## config.mk

```make
export PLATFORM = sky130hd
export DESIGN_NAME = controlador_flipflop
export DESIGN_NICKNAME = d
export VERILOG_FILES = /design/src/rtl/controlador_flipflop_pkg.sv /design/src/rtl/contador_periodo.sv /design/src/rtl/controlador_flipflop.sv
export SDC_FILE = /design/constraint.sdc
export NUM_CORES = 1
export LEC_CHECK = 0
export BUFFER_PORTS_ARGS = -buffer_cell sky130_fd_sc_hd__buf_2
export CAP_MARGIN = 40
export CORE_MARGIN = 2
export CORE_UTILIZATION = 40
export DETAILED_ROUTE_END_ITERATION = 10
export PLACE_DENSITY = 0.58
export SLEW_MARGIN = 20
export SYNTH_ARGS = -nofsm -noshare
export SYNTH_HDL_FRONTEND = slang
export SYNTH_SLANG_ARGS = --single-unit
```

## constraint.sdc

```tcl
create_clock -name clk -period 3.2 [get_ports clk]
set_input_delay 0.96 -clock clk [delete_from_list [all_inputs] [get_ports clk]]
set_output_delay 0.96 -clock clk [all_outputs]
set_load 0.02 [all_outputs]
```

## src/rtl/controlador_flipflop_pkg.sv

```systemverilog
// Shared definitions for the flipflop controller.
// Holds the FSM state encoding and the default widths of the
// toggle-period and toggle-count fields.
package controlador_flipflop_pkg;

   localparam int ANCHO_CONT_DEF = 3;
   localparam int ANCHO_TOG_DEF  = 4;

   typedef logic [1:0] estado_t;

   localparam estado_t ST_IDLE  = 2'd0;
   localparam estado_t ST_RUN   = 2'd1;
   localparam estado_t ST_CHECK = 2'd2;

endpackage

```

## src/rtl/contador_periodo.sv

```systemverilog
// Period counter for the flipflop controller.
// Counts 0 .. limit-1 while enabled and wraps to 0 on the terminal count.
// A limit of 0 is treated as 1, so the count stays at 0 and the
// terminal-count flag is raised every enabled cycle.
//   clk    : clock, rising edge
//   rst    : synchronous active-high reset, clears the count
//   enable : advance the count this cycle
//   clear  : force the count back to 0 (takes priority over enable)
//   limit  : period length in cycles
//   count  : current count
//   tc     : count is at its last value (limit-1)
module contador_periodo
   import controlador_flipflop_pkg::*;
#(
   parameter int ANCHO = ANCHO_CONT_DEF
) (
   input  logic             clk,
   input  logic             rst,
   input  logic             enable,
   input  logic             clear,
   input  logic [ANCHO-1:0] limit,
   output logic [ANCHO-1:0] count,
   output logic             tc
);

   // Last count value before wrapping; a zero limit saturates to one.
   function automatic logic [ANCHO-1:0] ultimo_valor(input logic [ANCHO-1:0] lim);
      return (lim == '0) ? '0 : lim - ANCHO'(1);
   endfunction

   assign tc = (count == ultimo_valor(limit));

   always_ff @(posedge clk) begin
      if (rst || clear) begin
         count <= '0;
      end else if (enable) begin
         count <= tc ? '0 : count + ANCHO'(1);
      end
   end

endmodule

```

## src/rtl/controlador_flipflop.sv

```systemverilog
// Controller that drives an external flipflop with a periodic toggle
// pattern and checks that the flipflop captures every value it is given.
//   clk, rst         : clock and synchronous active-high reset
//   i_start          : start a run (only looked at in IDLE)
//   i_stop           : end a run early (only looked at in RUN)
//   i_periodo        : cycles between toggles, latched at start (0 acts as 1)
//   i_num_toggles    : toggles per run, latched at start (0 = until i_stop)
//   i_valor_ff       : output of the controlled flipflop
//   o_valor_ff       : data input of the controlled flipflop
//   o_busy           : high in RUN and CHECK
//   o_done           : one-cycle pulse in the first IDLE cycle after a run
//   o_error          : sticky capture mismatch flag, cleared on start
//   o_cuenta_toggles : toggles issued in the current or last run
module controlador_flipflop
   import controlador_flipflop_pkg::*;
#(
   parameter int ANCHO_CONT = ANCHO_CONT_DEF,
   parameter int ANCHO_TOG  = ANCHO_TOG_DEF
) (
   input  logic                 clk,
   input  logic                 rst,
   input  logic                 i_start,
   input  logic                 i_stop,
   input  logic [ANCHO_CONT-1:0] i_periodo,
   input  logic [ANCHO_TOG-1:0]  i_num_toggles,
   input  logic                 i_valor_ff,
   output logic                 o_valor_ff,
   output logic                 o_busy,
   output logic                 o_done,
   output logic                 o_error,
   output logic [ANCHO_TOG-1:0]  o_cuenta_toggles
);

   estado_t                estado;
   logic [ANCHO_CONT-1:0]  periodo_q;
   logic [ANCHO_TOG-1:0]   num_q;
   logic                   chk_cnt;
   logic [ANCHO_CONT-1:0]  cuenta_periodo;
   logic                   tc;
   logic                   inicio;
   logic                   toggle;
   logic [ANCHO_TOG-1:0]   cuenta_next;
   logic                   ultimo_toggle;
   logic                   valor_p1;
   logic                   vld_p1;
   logic                   mismatch;

   assign inicio        = (estado == ST_IDLE) && i_start;
   assign toggle        = (estado == ST_RUN) && tc;
   assign cuenta_next   = o_cuenta_toggles + ANCHO_TOG'(1);
   assign ultimo_toggle = toggle && (num_q != '0) && (cuenta_next == num_q);

   // The flipflop shows last cycle's o_valor_ff; vld_p1 masks the first
   // RUN cycle, where no value has been presented yet.
   assign mismatch = (estado != ST_IDLE) && vld_p1 && (i_valor_ff != valor_p1);

   contador_periodo #(
      .ANCHO (ANCHO_CONT)
   ) u_contador_periodo (
      .clk    (clk),
      .rst    (rst),
      .enable (estado == ST_RUN),
      .clear  (inicio),
      .limit  (periodo_q),
      .count  (cuenta_periodo),
      .tc     (tc)
   );

   always_ff @(posedge clk) begin
      if (rst) begin
         estado           <= ST_IDLE;
         periodo_q        <= '0;
         num_q            <= '0;
         chk_cnt          <= 1'b0;
         valor_p1         <= 1'b0;
         vld_p1           <= 1'b0;
         o_valor_ff       <= 1'b0;
         o_busy           <= 1'b0;
         o_done           <= 1'b0;
         o_error          <= 1'b0;
         o_cuenta_toggles <= '0;
      end else begin
         if (estado == ST_RUN) begin
            assert ((cuenta_periodo < periodo_q) || (cuenta_periodo == '0));
         end

         // Compare stage: one-cycle delayed copy of the driven value
         valor_p1 <= o_valor_ff;
         vld_p1   <= (estado != ST_IDLE);
         o_done   <= 1'b0;
         if (mismatch) begin
            o_error <= 1'b1;
         end

         case (estado)
            ST_IDLE: begin
               if (i_start) begin
                  periodo_q        <= i_periodo;
                  num_q            <= i_num_toggles;
                  o_cuenta_toggles <= '0;
                  o_error          <= 1'b0;
                  o_valor_ff       <= 1'b1;
                  o_busy           <= 1'b1;
                  estado           <= ST_RUN;
               end
            end
            ST_RUN: begin
               if (toggle) begin
                  o_valor_ff       <= ~o_valor_ff;
                  o_cuenta_toggles <= cuenta_next;
               end
               // A stop and a toggle on the same edge both take effect.
               if (i_stop || ultimo_toggle) begin
                  chk_cnt <= 1'b0;
                  estado  <= ST_CHECK;
               end
            end
            ST_CHECK: begin
               if (chk_cnt) begin
                  o_valor_ff <= 1'b0;
                  o_busy     <= 1'b0;
                  o_done     <= 1'b1;
                  estado     <= ST_IDLE;
               end else begin
                  chk_cnt <= 1'b1;
               end
            end
            default: begin
               estado <= ST_IDLE;
            end
         endcase
      end
   end

endmodule

```

# After elaboration in Yosys (flattened, before gate mapping)

Index checks and enable logic that the tools add are counted.

Add/subtract/negate cells: 3
Multipliers: 0
Divide/modulo/power cells: 0
Magnitude comparators: 0
Eq/ne operators: 9
Shifts and indexed selects: 0
Multiplexer cells: 20
Bitwise logic cells: 2
Reductions and logical operators: 23

Operators with widths:

| cell                | number |
|---|---|
| $reduce_and 3->1    | 3 |
| $mux 1              | 8 |
| $mux 4              | 2 |
| $ne 2x2->1 const B  | 4 |
| $pmux 4 s2          | 1 |
| $reduce_bool 2->1   | 4 |
| $logic_and 1x1->1   | 6 |
| $mux 2              | 3 |
| $mux 3              | 2 |
| $pmux 2 s3          | 1 |
| $add 4x1->4 const B | 1 |
| $eq 4x4->1          | 1 |
| $pmux 1 s2          | 2 |
| $reduce_and 2->1    | 2 |
| $reduce_and 4->1    | 1 |
| $reduce_bool 4->1   | 1 |
| $add 3x1->3 const B | 1 |
| $eq 3x3->1          | 1 |
| $logic_not 3->1     | 1 |
| $pmux 1 s3          | 1 |
| $reduce_bool 3->1   | 1 |
| $sub 3x1->3 const B | 1 |
| $eq 2x1->1 const B  | 1 |
| $eq 2x2->1 const B  | 1 |
| 5 further kinds     | 7 |

Flip-flop bits (word level): 23
Bits in latches: 0
Bits in writable memories: 0
Memory bits (read-only): 0
Input bits: 12
Output and inout bits: 8
Word-level logic and storage cells: 69
Memories: 0

# Depth between registers and ports, before layout

Word-level depth: 9
Mapped depth: 10
Mapped depth without buffers: 8

# Cells and area by module

Synthesis repeated with hierarchy kept, for this count alone.

Cell total of the unflattened synthesis: 133
Area, all modules: 1,239.9 um^2

Modules (own cells, without submodules):

| module               | times used | cells an instance | area an instance (um^2) | seq. area each (um^2) |
|---|---|---|---|---|
| controlador_flipflop | 1          | 99                | 947.2                   | 400.4 |
| contador_periodo     | 1          | 34                | 292.8                   | 60.1 |

# Worst setup path after synthesis

OpenSTA, ideal clock, no wires.

Path type: register to register
From: reg periodo_q[0]
To: reg o_cuenta_toggles[0]
Library setup time: 0.070 ns
Arrival time: 2.049 ns
Data required time: 3.130 ns
Path slack: 1.081 ns
Cell stages (with the launch flop): 10
Path buffers: 2
Period minus slack after synthesis: 2.119 ns
Cell sequence: dfxtp_1 -> buf_4 -> nor2_1 -> ha_1 -> nor3_2 -> a311o_1 -> or3_1 -> buf_6 -> or3_1 -> a21oi_1

Longest elaborated chain between the ends: 6
Elaborated cells on any way between the ends: 7
Those cells by class: add/sub: 1; eq/ne: 2; mux: 1; reduce/logical: 3

RTL lines:

| element                                        | RTL line                    | text |
|---|---|---|
| start, declared                                | controlador_flipflop.sv:35  | `logic [ANCHO_CONT-1:0] periodo_q;` |
| start signal, assigned                         | controlador_flipflop.sv:98  | `periodo_q <= i_periodo;` |
| $sub 3x1->3 or $logic_not 3->1 (tied branches) | contador_periodo.sv:28      | `return (lim == '0) ? '0 : lim - ANCHO'(1);` |
| $mux 3 *                                       | contador_periodo.sv:28      |  |
| $eq 3x3->1 *                                   | contador_periodo.sv:31      | `assign tc = (count == ultimo_valor(limit));` |
| $logic_and 1x1->1 *                            | controlador_flipflop.sv:49  | `assign toggle = (estado == ST_RUN) && tc;` |
| $ne 2x2->1 (no line) *                         | n/a                         |  |
| $reduce_and 3->1 (no line) *                   | n/a                         |  |
| end signal, assigned                           | controlador_flipflop.sv:110 | `o_cuenta_toggles <= cuenta_next;` |
| end, declared                                  | controlador_flipflop.sv:31  | `output logic [ANCHO_TOG-1:0] o_cuenta_toggles` |

Mark *: on every way between the ends. The rest lies on a longest branch, timed or not.
A chain may end at the register's enable or synchronous reset.

# Worst setup path in the final report

From: reg periodo_q[0]
To: reg u_contador_periodo.count[2]

Longest elaborated chain between the ends: 4
Elaborated cells on any way between the ends: 5
Those cells by class: add/sub: 1; eq/ne: 1; mux: 2; reduce/logical: 1

RTL lines:

| element                                        | RTL line               | text |
|---|---|---|
| $sub 3x1->3 or $logic_not 3->1 (tied branches) | contador_periodo.sv:28 |  |
| $mux 3 *                                       | contador_periodo.sv:28 |  |
| $eq 3x3->1 *                                   | contador_periodo.sv:31 |  |
| $mux 3 *                                       | contador_periodo.sv:37 | `count <= tc ? '0 : count + ANCHO'(1);` |
| end signal, assigned                           | contador_periodo.sv:37 |  |
| end, declared                                  | contador_periodo.sv:22 | `output logic [ANCHO-1:0] count,` |

Marked as above.

==> impl_metrics.csv <==
group,metric,value,unit
sta,max_slew_margin,0.519,
die,die_width,59.0,µm
yosys,synth.distinct_cells,37,
power_and_ir_drop,max-vdd-ir-drop,240,µV
sta,fin_crit_sh,0.722,
sta,final-hold-violation-count,0,
power_and_ir_drop,leakage,0.000571,µW
finish,drive_gt1_frac,0.158,
power_and_ir_drop,ratio_of_total_power_to_cell_area,450,nW/µm²
cts,clkSlewWorstSetupHoldPaths,0.12,ns
finish,antenna_cells_inserted,0,
grt,via_count_of_the_first_global_routing_pass,981,
grt,maximum_number_of_pins_on_one_net_before_global_route_repair,23,
routing,drt-initial-drc-count,32,
cts,cts.htree.levels,1,
sta,clock_skew,0.00377,ns
yosys,synth_flop_cell,"dfxtp_1",
grt,global_route.usage.total,0.166,
placed_design,dp_hpwl,1840,µm
worst_setup_path,startpoint_type,"register",
sta,tightestPinTransition,0.716,ns
worst_hold_path,path_class_of_the_lowest_slack_min_delay_path,"register to register",
routing,drc,0,
power_and_ir_drop,pwr-share-comb,0.219,
routing,number_of_vias_per_cell,5.47,
yosys,synthCells,148,
power_and_ir_drop,p_switching,188,µW
cts,postCtsResizedCells,0,
yosys,count_of_flip_flops_with_a_built_in_enable_after_synthesis,0,
placed_design,place_congestion,0.753,
placed_design,post-place-cells,192,
worst_setup_path,critical_path_required,3.42,ns
cts,cts.sinks,23,
routing,residual_antenna_violating_net_count_after_detailed_routing,0,
sta,layout_min_cycle_time,2.31,ns
worst_setup_path,worst-setup-path-type,"register to register",
yosys,synth-async-reset-ratio,0,
routing,totalWireLength,2610,µm
grt,grt_overflow_total,0,
grt,grt_first_pass_wirelength,4400,µm
cts,cts_inserted_buffers,3,
power_and_ir_drop,cell_internal_power,402,µW
worst_setup_path,slowest_delay,0.61,ns
cts,cts_hold_buf,0,
worst_setup_path,worst-path-max-fanout,8,
cts,clk_latency,0.31,ns
power_and_ir_drop,switching_share,0.318,
outcome,outcome,"completed",
cts,cts_root_buffer,"clkbuf_4",
sta,timing.final.max_slew_violations,0,
grt,antenna_found_initial,0,
cts,cts_post_setup_buffers_inserted,0,
worst_setup_path,arrival,2.53,ns
worst_setup_path,crit_path_cell_trace,"nor2_1 -> ha_1 -> nor3_2 -> a311o_1 -> nor3_1 -> o21ai_0 -> a32o_1",
routing,num_vias,1073,
worst_setup_path,worst_path_max_delay_cell,"nor3_1",
worst_setup_path,worst-path-buf-inv,0,
die,num_rows,19,
finish,finish.net_count,182,
cts,cts.path.max_buffers,2,
die,die-height,59.0,µm
yosys,synth_sequential_area_ratio,0.381,
worst_setup_path,cp_top_family,"simple AND/OR/NAND/NOR gates",
sta,fmaxAchievable,0.433,GHz
yosys,synth.net_count,164,
routing,avgRoutedWirePerCell,13.3,µm
run,maxCapViolCount,0,
die,core,2810,µm²
yosys,ys_ff_latch,23,
finish,postLayoutCoreUtil,0.467,
placed_design,port_buffers,19,
sta,worst_hold_slack,0.497,ns
cts,cts_tree,"done",
finish,layout.filler_cells,293,
die,die_area,3480,µm²
worst_setup_path,timing.critical_path.to_type,"register",
die,start_util,0.431,
yosys,synth_area_per_cell,8.18,µm²
sta,setup_viol_count_final,0,
routing,detailedRoute.firstPassIterationCount,4,
yosys,synth.cell_area,1210,µm²
power_and_ir_drop,p_seq_frac,0.552,
finish,area_added_between_synthesis_and_finish,8.17,%
die,top_level_ports,20,
sta,grt_setup_unrepaired,"false",
power_and_ir_drop,power.share.clock,0.230,
sta,setup_tns,0,ns
yosys,number_of_warnings_reported_in_the_yosys_synthesis_log,0,
finish,layoutNonFillerInstCount,196,
[flip-flops by register name (all words and copies together), names as in the netlist]
register                  count
o_error                       1
u_contador_periodo.count      3
o_busy                        1
chk_cnt                       1
valor_p1                      1
o_valor_ff                    1
periodo_q                     3
estado                        2
o_done                        1
o_cuenta_toggles              4
num_q                         4
vld_p1                        1
[metal layers]
layer	track usage	wire length, µm	up-vias
met1	0.216	1250	499
met3	0.0524	126	2
met2	0.265	1210	24
met4	0.0487	19	0
li1	-	-	548
met5	0	0	-
[power by group through the flow]
| stage | registers [µW] | clock network [µW] | logic (µW) |
|---|---|---|---|
| after floorplan | 331 | 0 | 104 |
| final | 325 | 135 | 129 |
| after global routing | 329 | 149 | 148 |
| after detailed placement | 331 | 0 | 130 |
| after CTS | 325 | 138 | 130 |
| after global placement | 331 | 0 | 126 |
[tightest hold or removal path: cells and delay by family (launching register included)]
family,cells,cell delay [ns]
and+or+nand+nor,1,0.06
AOI/OAI and AO/OA,1,0.05
DFF,1,0.35
[area by class of cell]
type                            count  area, µm²  area share
Multi-Input combinational cell    111        654       0.500
Sequential cell                    23        460       0.352
Timing Repair Buffer               20        103      0.0784
Tap cell                           31       38.8      0.0296
Clock buffer                        4       26.3      0.0201
Inverter                            7       26.3      0.0201
[cells in the final DEF, fill, tap and decap left out, types with 2 or more instances in the layout]
master,instances
a21oi_1,19
o21ai_0,5
xor2_1,3
nand2_1,24
nand3_1,8
clkbuf_4,3
o211a_1,2
inv_1,6
o211ai_1,3
nor3b_1,2
xnor2_1,5
nor4b_1,2
nor2b_1,2
dfxtp_1,23
nor2_1,11
or3_1,4
buf_2,19
nor3_1,2
ha_1,4
[synth_stat cells (2+ instances only)]
library cell,instances,area share
nor2_1,11,0.034
nor3_1,2,0.0083
nor2b_1,2,0.010
or3_1,4,0.021
nand2_1,24,0.074
a21oi_1,19,0.079
nor3b_1,2,0.012
nand3_1,8,0.033
o211ai_1,3,0.019
o211a_1,2,0.017
xnor2_1,5,0.036
dfxtp_1,23,0.38
ha_1,4,0.041
xor2_1,3,0.022
nor4b_1,2,0.014
inv_1,6,0.019
buf_6,4,0.037
o21ai_0,5,0.021
[metrics by stage]
stage	cell area (µm²)	setup slack (ns)	power (µW)
finish	1310	0.891	589
global placement	1280	1.06	458
detailed placement	1280	0.910	461
CTS	1310	0.865	593
global route	1310	0.562	626
floorplan	1210	1.08	435
[cell families (layout without fill, tap and decap cells)]
kind of cell | after synthesis | in the layout | share of synthesized area
simple gates | 63 | 63 | 0.259
compound gates | 36 | 36 | 0.183
flops | 23 | 23 | 0.381
buf+inv | 14 | 31 | 0.0786
xor+xnor | 8 | 8 | 0.0579
fa+ha+maj | 4 | 4 | 0.0414
[final timing paths]
path                             startpoint                                        to  slack, ns  depth (start not counted)
setup / recovery  periodo_q[0]$_SDFFE_PP0P_  u_contador_periodo.count[2]$_SDFFE_PP0P_       0.89                          7
hold reg to reg       num_q[0]$_SDFFE_PP0P_                     num_q[0]$_SDFFE_PP0P_       0.50                          2
hold / removal        num_q[0]$_SDFFE_PP0P_                     num_q[0]$_SDFFE_PP0P_       0.50                          2
setup reg to reg  periodo_q[0]$_SDFFE_PP0P_  u_contador_periodo.count[2]$_SDFFE_PP0P_       0.89                          7
(Power assumes the default switching activity.)
